### config.mk
export PLATFORM = sky130hd
export DESIGN_NAME = cpu_axi_lsu_flat
export DESIGN_NICKNAME = d
export VERILOG_FILES = /design/src/rtl/cpu_axi_pkg.sv /design/src/rtl/cpu_axi_lsu_if.sv /design/src/rtl/axi_lane_align.sv /design/src/rtl/cpu_axi_lsu.sv /design/src/flat_wrapper.sv
export SDC_FILE = /design/constraint.sdc
export NUM_CORES = 1
export LEC_CHECK = 0
export ABC_AREA = 1
export CELL_PAD_IN_SITES_DETAIL_PLACEMENT = 0
export CELL_PAD_IN_SITES_GLOBAL_PLACEMENT = 1
export CORE_AREA = 5 5 153 155
export DETAILED_ROUTE_END_ITERATION = 10
export DIE_AREA = 0 0 158 160
export MAX_ROUTING_LAYER = met4
export PLACE_DENSITY = 0.9
export SYNTH_ARGS = -nofsm -noshare
export SYNTH_HDL_FRONTEND = slang
export SYNTH_SLANG_ARGS = --single-unit
### constraint.sdc
create_clock -name aclk -period 2.1 [get_ports aclk]
set_input_delay 0.42 -clock aclk [delete_from_list [all_inputs] [get_ports aclk]]
set_output_delay 0.42 -clock aclk [all_outputs]
set_load 0.005 [all_outputs]
### src/rtl/cpu_axi_pkg.sv
// Shared types for the AXI4-Lite load/store unit: access sizes, error codes,
// FSM states and AXI response encodings.
package cpu_axi_pkg;

  typedef enum logic [1:0] {SZ_BYTE, SZ_HALF, SZ_WORD, SZ_DWORD} size_e;
  typedef enum logic [1:0] {ERR_OK, ERR_MISALIGN, ERR_BUSERR, ERR_TIMEOUT} lsu_err_e;
  typedef enum logic [2:0] {
    ST_IDLE, ST_RD_ADDR, ST_RD_DATA, ST_WR_XFER, ST_WR_RESP, ST_DONE
  } lsu_state_e;

  localparam logic [1:0] AXI_OKAY   = 2'b00;
  localparam logic [1:0] AXI_SLVERR = 2'b10;
  localparam logic [1:0] AXI_DECERR = 2'b11;

  // True when the address is not a multiple of the natural access size.
  function automatic logic is_misaligned(input logic [2:0] addr_lo, input size_e size);
    case (size)
      SZ_BYTE: return 1'b0;
      SZ_HALF: return addr_lo[0];
      SZ_WORD: return |addr_lo[1:0];
      default: return |addr_lo;
    endcase
  endfunction

endpackage

### src/rtl/cpu_axi_lsu_if.sv
// AXI4-Lite master port bundle used between the load/store unit and the bus.
interface cpu_axi_lsu_if #(
  parameter int ADDR_W = 32,
  parameter int DATA_W = 32
);
  logic [ADDR_W-1:0]   awaddr;
  logic                awvalid;
  logic                awready;
  logic [DATA_W-1:0]   wdata;
  logic [DATA_W/8-1:0] wstrb;
  logic                wvalid;
  logic                wready;
  logic [1:0]          bresp;
  logic                bvalid;
  logic                bready;
  logic [ADDR_W-1:0]   araddr;
  logic                arvalid;
  logic                arready;
  logic [DATA_W-1:0]   rdata;
  logic [1:0]          rresp;
  logic                rvalid;
  logic                rready;

  modport master (
    output awaddr, awvalid, wdata, wstrb, wvalid, bready, araddr, arvalid, rready,
    input  awready, wready, bresp, bvalid, arready, rdata, rresp, rvalid
  );
  modport slave (
    input  awaddr, awvalid, wdata, wstrb, wvalid, bready, araddr, arvalid, rready,
    output awready, wready, bresp, bvalid, arready, rdata, rresp, rvalid
  );
endinterface

### src/rtl/axi_lane_align.sv
// Byte-lane steering shared by loads and stores: store shift and strobes,
// load shift with sign/zero extension.
module axi_lane_align
  import cpu_axi_pkg::*;
#(
  parameter  int DATA_W = 32,
  localparam int STRB_W = DATA_W / 8,
  localparam int OFF_W  = $clog2(STRB_W)
) (
  input  logic [OFF_W-1:0]  off,
  input  size_e             size,
  input  logic              uns,
  input  logic [DATA_W-1:0] wdata_in,
  input  logic [DATA_W-1:0] rdata_in,
  output logic [DATA_W-1:0] wdata_out,
  output logic [STRB_W-1:0] wstrb,
  output logic [DATA_W-1:0] rdata_out
);
  logic [DATA_W-1:0] rd_shift;
  logic [DATA_W-1:0] keep_mask;
  logic [7:0]        byte_mask;
  logic              sign_bit;

  always_comb begin
    byte_mask = 8'hFF;
    keep_mask = '1;
    sign_bit  = 1'b0;
    rd_shift  = rdata_in >> {off, 3'b000};
    case (size)
      SZ_BYTE: begin byte_mask = 8'h01; keep_mask = DATA_W'(8'hFF);         sign_bit = rd_shift[7];  end
      SZ_HALF: begin byte_mask = 8'h03; keep_mask = DATA_W'(16'hFFFF);      sign_bit = rd_shift[15]; end
      SZ_WORD: begin byte_mask = 8'h0F; keep_mask = DATA_W'(32'hFFFF_FFFF); sign_bit = rd_shift[31]; end
      default: ;
    endcase
    wdata_out = wdata_in << {off, 3'b000};
    wstrb     = STRB_W'(byte_mask) << off;
    // Bits above the access width become copies of its top bit for signed loads.
    rdata_out = (rd_shift & keep_mask) | ((sign_bit & ~uns) ? ~keep_mask : '0);
  end
endmodule

### src/rtl/cpu_axi_lsu.sv
// AXI4-Lite load/store unit: one core access at a time, registered AXI
// outputs, single-cycle response with misalign / bus error / timeout codes.
module cpu_axi_lsu
  import cpu_axi_pkg::*;
#(
  parameter int ADDR_W  = 32,
  parameter int DATA_W  = 32,
  parameter int TIMEOUT = 255
) (
  input  logic              aclk,
  input  logic              rst,
  input  logic              req_valid,
  output logic              req_ready,
  input  logic              req_we,
  input  logic [ADDR_W-1:0] req_addr,
  input  logic [1:0]        req_size,
  input  logic              req_unsigned,
  input  logic [DATA_W-1:0] req_wdata,
  output logic              rsp_valid,
  output logic [DATA_W-1:0] rsp_rdata,
  output logic [1:0]        rsp_err,
  cpu_axi_lsu_if.master     m_axi
);
  localparam int STRB_W = DATA_W / 8;
  localparam int OFF_W  = $clog2(STRB_W);
  localparam int CNT_W  = (TIMEOUT > 1) ? $clog2(TIMEOUT) : 1;
  localparam logic [CNT_W-1:0] TO_LAST = CNT_W'((TIMEOUT > 0) ? TIMEOUT - 1 : 0);

  lsu_state_e        state_q, state_d;
  logic [CNT_W-1:0]  cnt_q, cnt_d;
  logic              req_ready_q, req_ready_d, rsp_valid_q, rsp_valid_d;
  logic [DATA_W-1:0] rsp_rdata_q, rsp_rdata_d;
  lsu_err_e          rsp_err_q, rsp_err_d;
  logic [ADDR_W-1:0] addr_q, addr_d;
  logic [DATA_W-1:0] wdata_q, wdata_d;
  logic [STRB_W-1:0] wstrb_q, wstrb_d;
  logic [OFF_W-1:0]  off_q, off_d;
  size_e             size_q, size_d;
  logic              uns_q, uns_d;
  logic              arvalid_q, arvalid_d, rready_q, rready_d, bready_q, bready_d;
  logic              awvalid_q, awvalid_d, wvalid_q, wvalid_d;
  logic              aw_done_q, aw_done_d, w_done_q, w_done_d;
  logic              idle, timed_out, bad_req;
  logic [OFF_W-1:0]  al_off;
  size_e             al_size;
  logic              al_uns;
  logic [DATA_W-1:0] al_wdata, al_rdata;
  logic [STRB_W-1:0] al_wstrb;

  // In IDLE the aligner shapes the incoming store; afterwards it extends load data.
  assign idle    = (state_q == ST_IDLE);
  assign al_off  = idle ? req_addr[OFF_W-1:0] : off_q;
  assign al_size = idle ? size_e'(req_size) : size_q;
  assign al_uns  = idle ? req_unsigned : uns_q;

  axi_lane_align #(.DATA_W(DATA_W)) u_align (
    .off      (al_off),
    .size     (al_size),
    .uns      (al_uns),
    .wdata_in (req_wdata),
    .rdata_in (m_axi.rdata),
    .wdata_out(al_wdata),
    .wstrb    (al_wstrb),
    .rdata_out(al_rdata)
  );

  always_comb begin
    state_d     = state_q;
    rsp_rdata_d = rsp_rdata_q;
    rsp_err_d   = rsp_err_q;
    addr_d      = addr_q;
    wdata_d     = wdata_q;
    wstrb_d     = wstrb_q;
    off_d       = off_q;
    size_d      = size_q;
    uns_d       = uns_q;
    aw_done_d   = aw_done_q;
    w_done_d    = w_done_q;
    timed_out   = (TIMEOUT != 0) && (cnt_q == TO_LAST);
    bad_req     = is_misaligned(req_addr[2:0], size_e'(req_size)) ||
                  ((DATA_W == 32) && (req_size == 2'd3));
    case (state_q)
      ST_IDLE: if (req_valid) begin
        off_d     = req_addr[OFF_W-1:0];
        size_d    = size_e'(req_size);
        uns_d     = req_unsigned;
        addr_d    = {req_addr[ADDR_W-1:OFF_W], OFF_W'(0)};
        wdata_d   = al_wdata;
        wstrb_d   = al_wstrb;
        aw_done_d = 1'b0;
        w_done_d  = 1'b0;
        if (bad_req) begin
          state_d     = ST_DONE;
          rsp_err_d   = ERR_MISALIGN;
          rsp_rdata_d = '0;
        end else begin
          state_d = req_we ? ST_WR_XFER : ST_RD_ADDR;
        end
      end
      ST_RD_ADDR: if (m_axi.arready) state_d = ST_RD_DATA;
                  else if (timed_out) begin
                    state_d = ST_DONE; rsp_err_d = ERR_TIMEOUT; rsp_rdata_d = '0;
                  end
      ST_RD_DATA: if (m_axi.rvalid) begin
                    state_d     = ST_DONE;
                    rsp_err_d   = (m_axi.rresp == AXI_OKAY) ? ERR_OK : ERR_BUSERR;
                    rsp_rdata_d = (m_axi.rresp == AXI_OKAY) ? al_rdata : '0;
                  end else if (timed_out) begin
                    state_d = ST_DONE; rsp_err_d = ERR_TIMEOUT; rsp_rdata_d = '0;
                  end
      ST_WR_XFER: begin
        aw_done_d = aw_done_q | (awvalid_q & m_axi.awready);
        w_done_d  = w_done_q  | (wvalid_q  & m_axi.wready);
        if (aw_done_d && w_done_d) state_d = ST_WR_RESP;
        else if (timed_out) begin
          state_d = ST_DONE; rsp_err_d = ERR_TIMEOUT; rsp_rdata_d = '0;
        end
      end
      ST_WR_RESP: if (m_axi.bvalid) begin
                    state_d     = ST_DONE;
                    rsp_err_d   = (m_axi.bresp == AXI_OKAY) ? ERR_OK : ERR_BUSERR;
                    rsp_rdata_d = '0;
                  end else if (timed_out) begin
                    state_d = ST_DONE; rsp_err_d = ERR_TIMEOUT; rsp_rdata_d = '0;
                  end
      ST_DONE:    state_d = ST_IDLE;
      default:    state_d = ST_IDLE;
    endcase

    if (state_d != state_q) cnt_d = '0;
    else if (state_q inside {ST_RD_ADDR, ST_RD_DATA, ST_WR_XFER, ST_WR_RESP}) cnt_d = cnt_q + 1'b1;
    else cnt_d = '0;

    // Handshake outputs are decoded from the next state so they leave the flops clean.
    req_ready_d = (state_d == ST_IDLE);
    rsp_valid_d = (state_d == ST_DONE);
    arvalid_d   = (state_d == ST_RD_ADDR);
    rready_d    = (state_d == ST_RD_DATA);
    awvalid_d   = (state_d == ST_WR_XFER) && !aw_done_d;
    wvalid_d    = (state_d == ST_WR_XFER) && !w_done_d;
    bready_d    = (state_d == ST_WR_RESP);
  end

  always_ff @(posedge aclk) begin
    if (rst) begin
      state_q     <= ST_IDLE;
      cnt_q       <= '0;
      req_ready_q <= 1'b1;
      rsp_valid_q <= 1'b0;
      rsp_rdata_q <= '0;
      rsp_err_q   <= ERR_OK;
      addr_q      <= '0;
      wdata_q     <= '0;
      wstrb_q     <= '0;
      off_q       <= '0;
      size_q      <= SZ_BYTE;
      uns_q       <= 1'b0;
      arvalid_q   <= 1'b0;
      rready_q    <= 1'b0;
      awvalid_q   <= 1'b0;
      wvalid_q    <= 1'b0;
      bready_q    <= 1'b0;
      aw_done_q   <= 1'b0;
      w_done_q    <= 1'b0;
    end else begin
      state_q     <= state_d;
      cnt_q       <= cnt_d;
      req_ready_q <= req_ready_d;
      rsp_valid_q <= rsp_valid_d;
      rsp_rdata_q <= rsp_rdata_d;
      rsp_err_q   <= rsp_err_d;
      addr_q      <= addr_d;
      wdata_q     <= wdata_d;
      wstrb_q     <= wstrb_d;
      off_q       <= off_d;
      size_q      <= size_d;
      uns_q       <= uns_d;
      arvalid_q   <= arvalid_d;
      rready_q    <= rready_d;
      awvalid_q   <= awvalid_d;
      wvalid_q    <= wvalid_d;
      bready_q    <= bready_d;
      aw_done_q   <= aw_done_d;
      w_done_q    <= w_done_d;
    end
  end

  assign req_ready     = req_ready_q;
  assign rsp_valid     = rsp_valid_q;
  assign rsp_rdata     = rsp_rdata_q;
  assign rsp_err       = rsp_err_q;
  assign m_axi.araddr  = addr_q;
  assign m_axi.awaddr  = addr_q;
  assign m_axi.wdata   = wdata_q;
  assign m_axi.wstrb   = wstrb_q;
  assign m_axi.arvalid = arvalid_q;
  assign m_axi.rready  = rready_q;
  assign m_axi.awvalid = awvalid_q;
  assign m_axi.wvalid  = wvalid_q;
  assign m_axi.bready  = bready_q;

endmodule

### src/flat_wrapper.sv
// flat-port wrapper written by rule: the top's interface ports become plain ports
module cpu_axi_lsu_flat import cpu_axi_pkg::*;
#(
  parameter int ADDR_W  = 32,
  parameter int DATA_W  = 32,
  parameter int TIMEOUT = 255
)
  (aclk, rst, req_valid, req_ready, req_we, req_addr, req_size, req_unsigned, req_wdata, rsp_valid, rsp_rdata, rsp_err, m_axi_awaddr, m_axi_awvalid, m_axi_wdata, m_axi_wstrb, m_axi_wvalid, m_axi_bready, m_axi_araddr, m_axi_arvalid, m_axi_rready, m_axi_awready, m_axi_wready, m_axi_bresp, m_axi_bvalid, m_axi_arready, m_axi_rdata, m_axi_rresp, m_axi_rvalid);
  cpu_axi_lsu_if #(.ADDR_W(ADDR_W), .DATA_W(DATA_W)) m_axi_i ();
  input  logic aclk;
  input  logic rst;
  input  logic req_valid;
  output logic req_ready;
  input  logic req_we;
  input  logic [ADDR_W-1:0] req_addr;
  input  logic [1:0] req_size;
  input  logic req_unsigned;
  input  logic [DATA_W-1:0] req_wdata;
  output logic rsp_valid;
  output logic [DATA_W-1:0] rsp_rdata;
  output logic [1:0] rsp_err;
  output wire logic [$bits(m_axi_i.awaddr)-1:0] m_axi_awaddr;
  output wire logic [$bits(m_axi_i.awvalid)-1:0] m_axi_awvalid;
  output wire logic [$bits(m_axi_i.wdata)-1:0] m_axi_wdata;
  output wire logic [$bits(m_axi_i.wstrb)-1:0] m_axi_wstrb;
  output wire logic [$bits(m_axi_i.wvalid)-1:0] m_axi_wvalid;
  output wire logic [$bits(m_axi_i.bready)-1:0] m_axi_bready;
  output wire logic [$bits(m_axi_i.araddr)-1:0] m_axi_araddr;
  output wire logic [$bits(m_axi_i.arvalid)-1:0] m_axi_arvalid;
  output wire logic [$bits(m_axi_i.rready)-1:0] m_axi_rready;
  input wire logic [$bits(m_axi_i.awready)-1:0] m_axi_awready;
  input wire logic [$bits(m_axi_i.wready)-1:0] m_axi_wready;
  input wire logic [$bits(m_axi_i.bresp)-1:0] m_axi_bresp;
  input wire logic [$bits(m_axi_i.bvalid)-1:0] m_axi_bvalid;
  input wire logic [$bits(m_axi_i.arready)-1:0] m_axi_arready;
  input wire logic [$bits(m_axi_i.rdata)-1:0] m_axi_rdata;
  input wire logic [$bits(m_axi_i.rresp)-1:0] m_axi_rresp;
  input wire logic [$bits(m_axi_i.rvalid)-1:0] m_axi_rvalid;
  assign m_axi_awaddr = m_axi_i.awaddr;
  assign m_axi_awvalid = m_axi_i.awvalid;
  assign m_axi_wdata = m_axi_i.wdata;
  assign m_axi_wstrb = m_axi_i.wstrb;
  assign m_axi_wvalid = m_axi_i.wvalid;
  assign m_axi_bready = m_axi_i.bready;
  assign m_axi_araddr = m_axi_i.araddr;
  assign m_axi_arvalid = m_axi_i.arvalid;
  assign m_axi_rready = m_axi_i.rready;
  assign m_axi_i.awready = m_axi_awready;
  assign m_axi_i.wready = m_axi_wready;
  assign m_axi_i.bresp = m_axi_bresp;
  assign m_axi_i.bvalid = m_axi_bvalid;
  assign m_axi_i.arready = m_axi_arready;
  assign m_axi_i.rdata = m_axi_rdata;
  assign m_axi_i.rresp = m_axi_rresp;
  assign m_axi_i.rvalid = m_axi_rvalid;
  cpu_axi_lsu #(.ADDR_W(ADDR_W), .DATA_W(DATA_W), .TIMEOUT(TIMEOUT)) u_core (.aclk(aclk), .rst(rst), .req_valid(req_valid), .req_ready(req_ready), .req_we(req_we), .req_addr(req_addr), .req_size(req_size), .req_unsigned(req_unsigned), .req_wdata(req_wdata), .rsp_valid(rsp_valid), .rsp_rdata(rsp_rdata), .rsp_err(rsp_err), .m_axi(m_axi_i));
endmodule
Yosys cells after proc, flatten, opt, wreduce, memory -nomap -nowiden
Index checks and enable logic that the tools add are counted.

Reduce and logical (&&, ||, !) cells: 19. Add/sub/neg operators: 1. Shift operators: 3. Mux-type cells: 40. Equal/unequal tests: 20. Bitwise logic cells: 10.

Operators with widths (count): 32-bit two-way mux (9); 32-bit case mux with 5 select lines (1); 32-bit case mux with 2 select lines (1); 32-bit bitwise AND (1); 32-bit NOT (1); 32-bit bitwise OR (1); 32-bit by 5-bit left shift with 32-bit output (1); 32-bit by 5-bit right shift with 32-bit output (1); 2-bit two-way mux (12); 3-bit two-way mux (7); 3-bit case mux with 5 select lines (1); 3-bit by 2-bit equality test with 1-bit output (second input constant) (4); 4-bit case mux with 3 select lines (1); 2-bit case mux with 5 select lines (1); 3-bit equality test (second input constant) (3); 8-bit by 1-bit adder with 8-bit output (second input constant) (1); 8-bit equality test (second input constant) (1); 2-bit logical NOT (4); 2-bit inequality test (second input constant) (4); 2-bit equality test (second input constant) (3); 3-bit by 1-bit equality test with 1-bit output (second input constant) (2); 3-bit logical NOT (2); 1-bit case mux with 3 select lines (2); 3-bit OR reduction (2); 16 further kinds (27).

Input bits: 112. Output and inout bits: 141. Flip-flop bits (word level): 125. Logic and storage cells: 112.

Logic depth before layout (Yosys ltp)
Gate-level depths: netlist of the first run.

Word-level depth: 10. Mapped depth: 14. Mapped depth without buffers: 14.

Hierarchy
Synthesis of the first run repeated with hierarchy kept, for this count alone.

Cell total of the unflattened synthesis: 1041. Area total of the unflattened synthesis: 6752.7 µm².

Modules (own cells, without submodules): cpu_axi_lsu (area an instance 5501.5 µm², cells an instance 772, times used 1, sequential area each 2502.4 µm²); axi_lane_align (area an instance 1251.2 µm², cells an instance 269, times used 1, sequential area each 0.0 µm²).

Worst setup path before layout of the first run
Ideal clock, no wire load.

Path type: flip-flop to flip-flop. Start: register u_core.state_q[0]. End: register u_core.rsp_rdata_q[21] (netlist: u_core.rsp_rdata[21]). Stages on the path, launching flop included: 11. Library setup time: 0.128 ns. Clock period less this slack: 1.707 ns. Arrival: 1.580 ns. Buffers on the path: 2. Data required time: 1.972 ns. Slack: 0.393 ns. Path through: dfxtp_1 nor2_4 nand2_4 nand2_1 nand2_2 inv_1 clkbuf_1 nand2_2 buf_6 a21oi_1 nor2_1.

Cells in the longest elaborated chain, start to end: 10. Elaborated cells on any way between the ends: 29. Those cells by class: 10 x eq/ne; 1 x shift; 9 x mux; 5 x bitwise; 4 x reduce/logical.

RTL lines: from (decl) (line cpu_axi_lsu.sv:29) `lsu_state_e state_q, state_d;`; from (signal assigned) (line cpu_axi_lsu.sv:166) `state_q <= state_d;`; 3-bit logical NOT (line cpu_axi_lsu.sv:51, cpu_axi_lsu.sv:82); 2-bit two-way mux, on equally long branches (line cpu_axi_lsu.sv:52, cpu_axi_lsu.sv:53); 32-bit by 5-bit right shift with 32-bit output (tied with other cells) (line axi_lane_align.sv:28) `rd_shift = rdata_in >> {off, 3'b000};`; 1-bit case mux with 3 select lines or 32-bit case mux with 2 select lines (tied branches) (line axi_lane_align.sv:29) `case (size)`; 1-bit bitwise AND or 32-bit NOT (tied branches) (line axi_lane_align.sv:38) `rdata_out = (rd_shift & keep_mask) | ((sign_bit & ~uns) ? ~keep_mask : '0);`; 32-bit two-way mux (line axi_lane_align.sv:38); 32-bit bitwise OR (line axi_lane_align.sv:38); 32-bit two-way mux (line cpu_axi_lsu.sv:107) `rsp_rdata_d = (m_axi.rresp == AXI_OKAY) ? al_rdata : '0;`; 32-bit two-way mux (line cpu_axi_lsu.sv:104) `ST_RD_DATA: if (m_axi.rvalid) begin`; 32-bit case mux with 5 select lines (line cpu_axi_lsu.sv:82) `case (state_q)`; to (signal assigned) (line cpu_axi_lsu.sv:170) `rsp_rdata_q <= rsp_rdata_d;`; to (decl) (line cpu_axi_lsu.sv:32) `logic [DATA_W-1:0] rsp_rdata_q, rsp_rdata_d;`.

Parallel ways exist; a longest one is shown, timed or not. A chain may end at the register's enable or synchronous reset.

Final worst setup path of the first run
Start: register u_core.state_q[1]. End: register u_core.rsp_rdata_q[21] (netlist: u_core.rsp_rdata[21]).

Same word-level chain as after synthesis.

==> results of run 1 <==
[cells by family (layout without fill, tap and decap cells)]
group	after synthesis	count (layout)	synth area share (%)
buf+inv	154	404	11.94
compound gates	205	205	17.57
other cells	1	4	0.05812
simple gates	462	462	30.29
mux	1	1	0.1551
flops	125	125	38.78
fa+ha+maj	2	2	0.3878
xor+xnor	6	6	0.8144
[where the power goes]
part	internal, µW	switching (µW)	leakage, µW
registers	2540	109	0.00102
logic	1160	1390	0.00270
clock network	1670	1220	0.000271
[timing repair]
item                       CTS  global route
resized for setup            0             7
setup endpoints to repair    0            39
hold endpoints to repair     0             0
setup buffers                0             1
[state kept, by name (all words and copies together) (netlist names), 2 cells and up]
name and flops:
u_core.m_axi.wdata 32, u_core.state_q 3, u_core.m_axi.araddr 30, u_core.rsp_err 2
u_core.size_q 2, u_core.cnt_q 8, u_core.rsp_rdata 32, u_core.m_axi.wstrb 4
u_core.off_q 2
[cells in the final DEF (no fill, tap or decap), types with 11 or more instances in the layout]
cell / netlist / routed
inv_1: 63 / 63
clkbuf_16: 0 / 17
a21oi_1: 120 / 119
nor3_1: 12 / 12
dfxtp_1: 125 / 124
nor2_1: 64 / 63
o211ai_1: 16 / 16
o21ai_1: 11 / 11
o21ai_0: 35 / 35
buf_4: 41 / 53
nand3_1: 75 / 75
clkdlybuf4s50_1: 0 / 247
nand2_1: 281 / 281
[final cells by class]
| class | instances | area share [%] |
|---|---|---|
| repair buffers | 306 | 30.16 |
| well taps | 280 | 3.544 |
| inverters | 66 | 2.506 |
| clock buffers | 17 | 4.304 |
| flip-flops and latches | 125 | 25.33 |
| clock inverters | 15 | 1.544 |
| multi-input cells | 680 | 32.61 |
[metrics by stage]
| step | area (µm²) | hold WS [ns] | setup slack, ns | util [%] | TNS [ns] |
|---|---|---|---|---|---|
| final | 9884 | 0.2944 | 0.1383 | 45.58 | 0 |
| after global routing | 9884 | 0.2744 | -0.03028 | 45.58 | -0.1040 |
| after CTS | 9847 | 0.2649 | 0.06534 | 45.40 | 0 |
| after detailed placement | 9269 | 0.4466 | -0.2217 | 42.74 | -8.401 |
| after global placement | 9269 | 0.4385 | -0.2002 | 42.74 | -7.052 |
| after floorplan | 6464 | 0.4245 | 0.3927 | - | 0 |
[layer usage]
metal | track usage (%) | share of wire [%]
met2 | 29.26 | 47
met4 | 5.312 | 2.2
met1 | 24.11 | 43
met3 | 4.330 | 8.4
met5 | - | 0
[worst max-delay path: stages (launching register included)]
cell,delay (ns)
dfxtp_1,0.37
nor2_4,0.21
nand2_4,0.14
nand2_4,0.13
nand2_2,0.08
nand2_1,0.08
nand3_1,0.09
nand2_1,0.11
nand2_1,0.07
nand3_1,0.13
nand2_4,0.17
a21oi_1,0.19
nor2_1,0.06
[path summary, 6_finish.rpt]
check	from	end	slack, ns
worst max register to register	u_core.state_q[1]$_SDFF_PP0_	u_core.rsp_rdata[21]$_SDFFE_PP0P_	0.14
worst min register to register	u_core.uns_q$_SDFFE_PP0P_	u_core.uns_q$_SDFFE_PP0P_	0.46
worst max-delay path	u_core.state_q[1]$_SDFF_PP0_	u_core.rsp_rdata[21]$_SDFFE_PP0P_	0.14
worst min-delay path	rst	u_core.m_axi.wdata[0]$_SDFFE_PP0P_	0.29
==> results.md, run 1 <==
* Die span in y at about 160 µm
* Commonest cells in the netlist: nand2_1, dfxtp_1, a21oi_1, nand3_1, nor2_1
* Die Area at 25280 µm²
* Initial Utilization at slightly below 30%
* Register Area at 2504 µm²
* Asr flop ratio synth at 0%
* RSZ-0062 raised after global routing: yes
* Synthesized cell area at ~6500 µm²
* Area share of the largest cell type after synthesis at 38.78%
* Register area share after synthesis at between 30% and 40%
* DP Cell Count at 1456
* Worst hold path type: in2reg
* CTS tree: built
* Clock skew at approximately 0.0087 ns
* Layout cell share with drive strength beyond 1 at 10.26%
* Die W at about 160 µm
* Leading area contributor after synthesis: dfxtp_1
* WL per Instance at 16.01 µm
* Period utilization at between 90% and 100%
* Synth Flop Type: dfxtp_1
* First-pass GRT wire length at roughly 37000 µm
* Status: completed
* DR vias at just over 7000
* Port buffer count at 248
* DRT Pass-1 Iters at 7
* Final hold violations at 0
* Gr usage total at 18.67%
* CTS buffer count at 17
* Core ar. at about 22000 µm²
* Endpoints failing setup at 0
* Clk buf depth at 2
* Worst VDD drop at roughly 0.45 mV
* Largest net degree at the start of global routing at 65
* LEAKAGE at about 0.004 µW
* Syn. warnings at 0
* HPWL Detailed at 17610 µm
* Crit Path Class: reg2reg
* Fmax at approximately 510 MHz
* Number of global-route vias before repair at between 6000 and 7000
* FF-to-FF path depth at 12
* CTS Hold Bufs at 0
* Multi-input logic area at roughly 3200 µm²
* Required time of the critical path at roughly 2.4 ns
* 1st-iter DRT viols at 569
* Worst-Skew Late Latency at 0.42 ns
* Overflow after GRT at 0
* Arrival @ worst endpoint at roughly 2.3 ns
* CP max FO at 16
* Post-route DRC violation count at 0
* EDFF count, synth at 0
* Max_cap viols at 0
* Most common cell in the netlist: nand2_1
* Placer congestion estimate at between 0.8 and 0.9
* I/O Pins at ~250
* Final slew viol count at 0
* Initial antenna violation count at 0
* Tmin final at approximately 2.0 ns
* Routed wire length at approximately 24000 µm
* Worst-path clk slew at about 0.060 ns
* Synth Instances at between 900 and 1000
* Num rows at 54
* Tot Pwr at approximately 8000 µW
* Fill cell count at between 2000 and 2500
* Synth top area cells: dfxtp_1, nand2_1, a21oi_1
* Crit start category: register
* CTS Sinks at 125
* # diodes at 0
* Vias per cell at ~4.8
* Post-route ant nets at 0
* Synthesis-to-finish area growth at 53.19%
* PD cells at a little over 800 nW/µm²
* Yosys reg bits at ~130
* Post-Layout Cell Count at about 1500
* Crit end category: register
* Library cells used by synthesis at 41
* CTS root buf: clkbuf_16
* Final nets at 1310
* H-tree Lvls at 4
* Hold depth at 2
* Syn avg cell area at approximately 6.7 µm²
No activity file was read; power rests on OpenSTA's default activity.
==> run 2: changes to the inputs <==
--- a/config.mk
+++ b/config.mk
@@ -8,11 +8,12 @@
 export ABC_AREA = 1
 export CELL_PAD_IN_SITES_DETAIL_PLACEMENT = 0
 export CELL_PAD_IN_SITES_GLOBAL_PLACEMENT = 1
-export CORE_AREA = 5 5 153 155
+export CORE_AREA = 5 5 134 136
 export DETAILED_ROUTE_END_ITERATION = 10
-export DIE_AREA = 0 0 158 160
+export DIE_AREA = 0 0 139 141
+export DONT_BUFFER_PORTS = 1
 export MAX_ROUTING_LAYER = met4
-export PLACE_DENSITY = 0.9
+export PLACE_DENSITY = 0.83
 export SYNTH_ARGS = -nofsm -noshare
 export SYNTH_HDL_FRONTEND = slang
 export SYNTH_SLANG_ARGS = --single-unit
==> run 2 against run 1 <==
Design area fell by 28%; clock power rose by 7%; clock skew fell by 0.0016 ns; largest power group unchanged; setup slack improved by 0.017 ns; critical path depth fell by 2; sequential share of layout area rose by 9.7 points; global-route usage rose by 2.4 points; critical path type unchanged; die area fell by 22%; first-iteration DRC count fell by 27%; power fell by 6.7%; clock-buffer cell count rose by 1; worst hold slack got worse by 0.21 ns.
==> results.md, run 2 (synthesized netlist as in run 1, its figures left out) <==
* Final slew viol count at 0 (unchanged)
* DR vias at 6033 (was 7113)
* Layout cell share with drive strength beyond 1 at 9.827% (was 10.26%)
* Slew Limit Headroom at between 60% and 70%
* Max_cap viols at 0 (unchanged)
* Core ar. at 16820 µm² (was 21690 µm²)
* I/O Pins at 253 (unchanged)
* Post-Layout Cell Count at 1151 (was 1489)
* Worst Hold Launch: rst (unchanged)
* 1st-iter DRT viols at 413 (was 569)
* Required time of the critical path at 2.42 ns (was 2.39 ns)
* CTS Sinks at 125 (unchanged)
* Most common cell after layout, fill and taps aside: nand2_1 (unchanged)
* Gr usage total at 21.05% (was 18.67%)
* Max incr delay on CP at 0.36 ns (was 0.37 ns)
* Crit Path Class: reg2reg (unchanged)
* Worst Tran Pin Value at roughly 0.51 ns
* Overflow after GRT at 0 (unchanged)
* DP Cell Count at 1118 (was 1456)
* Clock skew at 0.007162 ns (was 0.008744 ns)
* Post-CTS Setup Bufs at 0 (unchanged)
* # diodes at 0 (unchanged)
* HPWL Detailed at 14760 µm (was 17610 µm)
* CTS tree: built (unchanged)
* Number of global-route vias before repair at 5741 (was 6731)
* Worst reg2reg setup slack at 0.16 ns (was 0.14 ns)
* Most frequent cells in the layout: nand2_1, dfxtp_1, a21oi_1, nand3_1 (was nand2_1, clkdlybuf4s50_1, dfxtp_1, a21oi_1, nand3_1)
* CTS buffer count at 17 (unchanged)
* Tmin final at 1.945 ns (was 1.962 ns)
* Worst VDD drop at 0.5557 mV (was 0.4498 mV)
* RSZ-0062 raised after global routing: yes (unchanged)
* First-pass GRT wire length at 32040 µm (was 36830 µm)
* Finished Core Util at 42.51% (was 45.58%)
* Routed wire length at 20510 µm (was 23840 µm)
* Arrival @ worst endpoint at 2.26 ns (was 2.25 ns)
* Die Area at 19600 µm² (was 25280 µm²)
* Tot Pwr at 7538 µW (was 8084 µW)
* Post-route ant nets at 0 (unchanged)
* PD cells at 1054 nW/µm² (was 817.8 nW/µm²)
* Final hold violations at 0 (unchanged)
* LEAKAGE at 0.002962 µW (was 0.003993 µW)
* Initial antenna violation count at 0 (unchanged)
* Synthesis-to-finish area growth at 10.80% (was 53.19%)
* Endpoints failing setup at 0 (unchanged)
* CP max FO at 16 (unchanged)
* Critical-path cell list: nor2_4, nand2_4, o21ai_4, nand3_1, nand2_1, nand2_1, nand3_1, nand2_4, a21oi_1, nor2_1 (was nor2_4, nand2_4, nand2_4, nand2_2, nand2_1, nand3_1, nand2_1, nand2_1, nand3_1, nand2_4, a21oi_1, nor2_1)
* Port buffer count at 0 (was 248)
* Worst-Skew Late Latency at 0.42 ns (about the same)
* Fmax at 514.2 MHz (was 509.8 MHz)
* Die span in y at 141 µm (was 160 µm)
* Final nets at 1027 (was 1310)
* Vias per cell at 5.242 (was 4.777)
* CTS root buf: clkbuf_16 (unchanged)
* Crit end category: register (unchanged)
* Clk buf depth at 2 (unchanged)
* Crit start category: register (unchanged)
* Largest net degree at the start of global routing at 94 (was 65)
* Worst r2r src: u_core.state_q[0]$_SDFF_PP0_ (was u_core.state_q[1]$_SDFF_PP0_)
* Post-route DRC violation count at 0 (unchanged)
* Max stage delay cell, worst path: dfxtp_2 (was dfxtp_1)
* Status: completed (unchanged)
* Worst-path clk slew at 0.06 ns (about the same)
* Period utilization at 92.60% (was 93.41%)
* H-tree Lvls at 4 (unchanged)
* Placer congestion estimate at 0.9120 (was 0.8788)
* Die W at 139 µm (was 158 µm)
* DRT Pass-1 Iters at 5 (was 7)
* Initial Utilization at 38.37% (was 29.75%)
* WL per Instance at 17.82 µm (was 16.01 µm)
* Critical path launch point: u_core.state_q[0]$_SDFF_PP0_ (was u_core.state_q[1]$_SDFF_PP0_)
* Num rows at 48 (was 54)
* Worst hold path type: in2reg (unchanged)
* Setup TNS at 0 ns (unchanged)
==> run 2: changes by cell type in the layout (fill, tap and decap cells not counted), sizes merged <==
cell,previous run,this run
bufinv,1,3
inv,73,71
clkbuf,17,19
clkdlybuf4s50,247,0
clkinv,3,5
clkinvlp,4,1
buf,59,22
==> run 2: layout make-up <==
type,count,area [µm²]
clock buffer,18,439.2
clock inverter,14,183.9
fill,1804,9667
inverter,66,247.7
multi-input combinational,680,3248
sequential,125,2505
tap,225,281.5
timing repair buffer,23,244.0
==> run 2: worst max-delay path: cells and delay by family (launching register included) <==
kind             cells  cell delay (ns)
AND/OR/NAND/NOR      8             1.04
AO/OA/AOI/OAI        2             0.44
flip-flops           1             0.36
==> run 2: per-layer routing <==
layer  share of wire (%)  track usage, %
met5                   0               -
met4                 1.8           6.694
met3                  10           8.379
met2                  47           32.42
met1                  41           25.39
==> run 2: path summary, 6_finish.rpt <==
kind | end | cells after the start
max | u_core.rsp_rdata[18]$_SDFFE_PP0P_ | 10
min | u_core.aw_done_q$_SDFF_PP0_ | 1
max reg2reg | u_core.rsp_rdata[18]$_SDFFE_PP0P_ | 10
min reg2reg | u_core.size_q[0]$_SDFFE_PP0P_ | 2
==> run 2: report_power, final <==
group / leakage, µW / total [µW] / switching [µW] / internal [µW]
clock: 0.000304 / 3090 / 1170 / 1920
sequential: 0.00102 / 2710 / 167 / 2540
combinational: 0.00164 / 1740 / 1160 / 573
==> run 2: metrics by stage <==
stage | area, µm² | setup WS, ns | hold WS, ns
2_1_floorplan | 6464 | 0.3927 | 0.4245
3_3_place_gp | 6445 | 0.07561 | 0.4550
5_1_grt | 7149 | -0.01942 | 0.06184
4_1_cts | 7068 | 0.01242 | 0.05720
3_5_place_dp | 6445 | 0.06109 | 0.4551
6_report | 7149 | 0.1553 | 0.08312
==> run 2: what timing repair did <==
| item | 4_1_cts | 5_1_grt |
|---|---|---|
| endpoints found under the setup margin | 0 | 53 |
| hold buffers | 0 | 0 |
| gates resized for setup | 0 | 13 |
==> run 3: changes to the inputs <==
--- a/config.mk
+++ b/config.mk
@@ -9,6 +9,7 @@
 export CELL_PAD_IN_SITES_DETAIL_PLACEMENT = 0
 export CELL_PAD_IN_SITES_GLOBAL_PLACEMENT = 1
 export CORE_AREA = 5 5 134 136
+export CTS_CLUSTER_DIAMETER = 200
 export DETAILED_ROUTE_END_ITERATION = 10
 export DIE_AREA = 0 0 139 141
 export DONT_BUFFER_PORTS = 1
==> results of run 3 <==
Same layout as run 2: the final DEF is identical, and so are final timing and power.
==> variant: new RTL, flow settings as in run 2 <==
`TIMEOUT` is set to 255 in 2 places; all go to 510.
--- a/src/rtl/cpu_axi_lsu.sv
+++ b/src/rtl/cpu_axi_lsu.sv
@@ -6,5 +6,5 @@
   parameter int ADDR_W  = 32,
   parameter int DATA_W  = 32,
-  parameter int TIMEOUT = 255
+  parameter int TIMEOUT = 510
 ) (
   input  logic              aclk,
--- a/src/flat_wrapper.sv
+++ b/src/flat_wrapper.sv
@@ -4,5 +4,5 @@
   parameter int ADDR_W  = 32,
   parameter int DATA_W  = 32,
-  parameter int TIMEOUT = 255
+  parameter int TIMEOUT = 510
 )
   (aclk, rst, req_valid, req_ready, req_we, req_addr, req_size, req_unsigned, req_wdata, rsp_valid, rsp_rdata, rsp_err, m_axi_awaddr, m_axi_awvalid, m_axi_wdata, m_axi_wstrb, m_axi_wvalid, m_axi_bready, m_axi_araddr, m_axi_arvalid, m_axi_rready, m_axi_awready, m_axi_wready, m_axi_bresp, m_axi_bvalid, m_axi_arready, m_axi_rdata, m_axi_rresp, m_axi_rvalid);
Behaviour: same outputs for any inputs over 4 cycles, from zero or initial values and one cycle with rst high; that may be too few to reach the edited logic, so the function may still have changed.
==> variant against run 2 <==
First-iteration DRC count down 3.9%; routed wire length down 1.9%; utilization down 0.19 points; global-route usage down 0.53 points; clock skew about the same; sequential cell count up 1; worst hold slack worse by 0.0013 ns; area after synthesis down 0.56%; combinational power down 5%; synthesized cell count down 3.2%; clock power down 9.7%; power down 5.2%; worst setup slack worse by 0.0025 ns; cell area down 0.44%; critical path type unchanged; critical endpoint is now u_core.rsp_rdata[23]$_SDFFE_PP0P_; largest cell class unchanged.
==> variant: results (changes against run 2) <==
| Metric | Value |
|---|---|
| Global router's overall resource usage | `20.5% (was 21.0%)` |
| Critical path arrival | `between 2 and 2.5 ns` |
| Reg2reg start | `u_core.state_q[1]$_SDFF_PP0_ (was u_core.state_q[0]$_SDFF_PP0_)` |
| WL/cell | `17.8 um (about the same)` |
| Initial antenna violation count | `2 (was 0)` |
| Synth top cells by count | `225 x nand2_1, 126 x dfxtp_1, 120 x a21oi_1 (was 281 x nand2_1, 125 x dfxtp_1, 120 x a21oi_1)` |
| First-pass GRT wire length | `31.2 mm (was 32.0 mm)` |
| Synth cell types | `45 (was 41)` |
| Root Driver | `clkbuf_16 (unchanged)` |
| Clk_lat worst skew | `0.42 ns (about the same)` |
| Gpl congestion | `0.847 (was 0.912)` |
| Worst hold slack | `0.0818 ns (was 0.0831 ns)` |
| Slowest stage delay, CP | `0.39 ns (was 0.36 ns)` |
| Status | `finished clean (unchanged)` |
| Mapped Cells | `925 (was 956)` |
| Fill count | `1,806 (was 1,804)` |
| Synth top area cells | `dfxtp_1 39%, nand2_1 13%, a21oi_1 9.4% (was dfxtp_1 39%, nand2_1 16%, a21oi_1 9.3%)` |
| LEAKAGE | `2.86 nW (was 2.96 nW)` |
| Max VDD drop | `0.601 mV (was 0.556 mV)` |
| Layout Skew | `0.00752 ns (was 0.00716 ns)` |
| Dpl cells | `1,088 (was 1,118)` |
| Proportion of synthesized chip area in sequential cells | `39.3% (was 38.8%)` |
| Worst reg2reg path endpoint | `u_core.rsp_rdata[23]$_SDFFE_PP0P_ (was u_core.rsp_rdata[18]$_SDFFE_PP0P_)` |
| Nets@finish | `1,004 (was 1,027)` |
| Vias in the first global route | `5,549 (was 5,741)` |
| Mux share of post-synthesis cell area | `0.156% (was 0.155%)` |
| DP HPWL | `14.5 mm (was 14.8 mm)` |
| Internal | `0.00478 W (was 0.00504 W)` |
| R2R cell count | `12 (was 10)` |
| Hold Crit Start | `rst (unchanged)` |
| Final wirelength | `20.1 mm (was 20.5 mm)` |
| Complex-gate fraction of the synthesized area | `21.0% (was 17.6%)` |
| Share of cells above drive strength 1 | `11.3% (was 9.83%)` |
| Tightest Pin Transition | `0.509 ns (was 0.508 ns)` |
| Area share of fa/ha/maj cells after synthesis | `0.390% (was 0.388%)` |
| Post-synthesis xor/xnor area fraction | `1.09% (was 0.814%)` |
| Starting DRT DRC Count | `397 (was 413)` |
| Net Sw Frac | `33.1% (was 33.2%)` |
| Worst-path clk slew | `0.06 ns (about the same)` |
| Avg Vias per Cell | `5.26 (was 5.24)` |
variant: area by class of cell:
class | count | area share, %
repair buffers | 31 | 4.17
flip-flops and latches | 126 | 35.5
diodes | 2 | 0.0703
clock inverters | 14 | 1.67
inverters | 73 | 3.88
clock buffers | 18 | 6.17
well taps | 225 | 3.95
multi-input cells | 641 | 44.6
variant: per-layer routing:
metal	vias up	GRT usage [%]	part of all wire (%)
li1	2943	-	-
met1	2725	23.8	41
met2	253	31.9	46
met3	21	9.36	11
met4	0	6.44	1.7
met5	-	-	0
variant: how the worst max path moves through the flow:
| stage | end | slack [ns] | from |
|---|---|---|---|
| floorplan | u_core.rsp_rdata[22]$_SDFFE_PP0P_ | 0.38 | u_core.state_q[0]$_SDFF_PP0_ |
| global placement | u_core.rsp_rdata[16]$_SDFFE_PP0P_ | 0.15 | u_core.state_q[0]$_SDFF_PP0_ |
| detailed placement | u_core.rsp_rdata[12]$_SDFFE_PP0P_ | 0.06 | u_core.state_q[1]$_SDFF_PP0_ |
| CTS | u_core.rsp_rdata[12]$_SDFFE_PP0P_ | 0.06 | u_core.state_q[1]$_SDFF_PP0_ |
| global route | u_core.m_axi.wdata[31]$_SDFFE_PP0P_ | 0.003 | u_core.state_q[1]$_SDFF_PP0_ |
| finish | u_core.rsp_rdata[23]$_SDFFE_PP0P_ | 0.15 | u_core.state_q[1]$_SDFF_PP0_ |
variant: per-stage QoR:
| stage | setup WS [ns] | instance area (um^2) |
|---|---|---|
| after floorplan | 0.375 | 6430 |
| after global placement | 0.153 | 6440 |
| after detailed placement | 0.0645 | 6440 |
| after CTS | 0.0559 | 7000 |
| after global routing | 0.00264 | 7120 |
| final | 0.153 | 7120 |
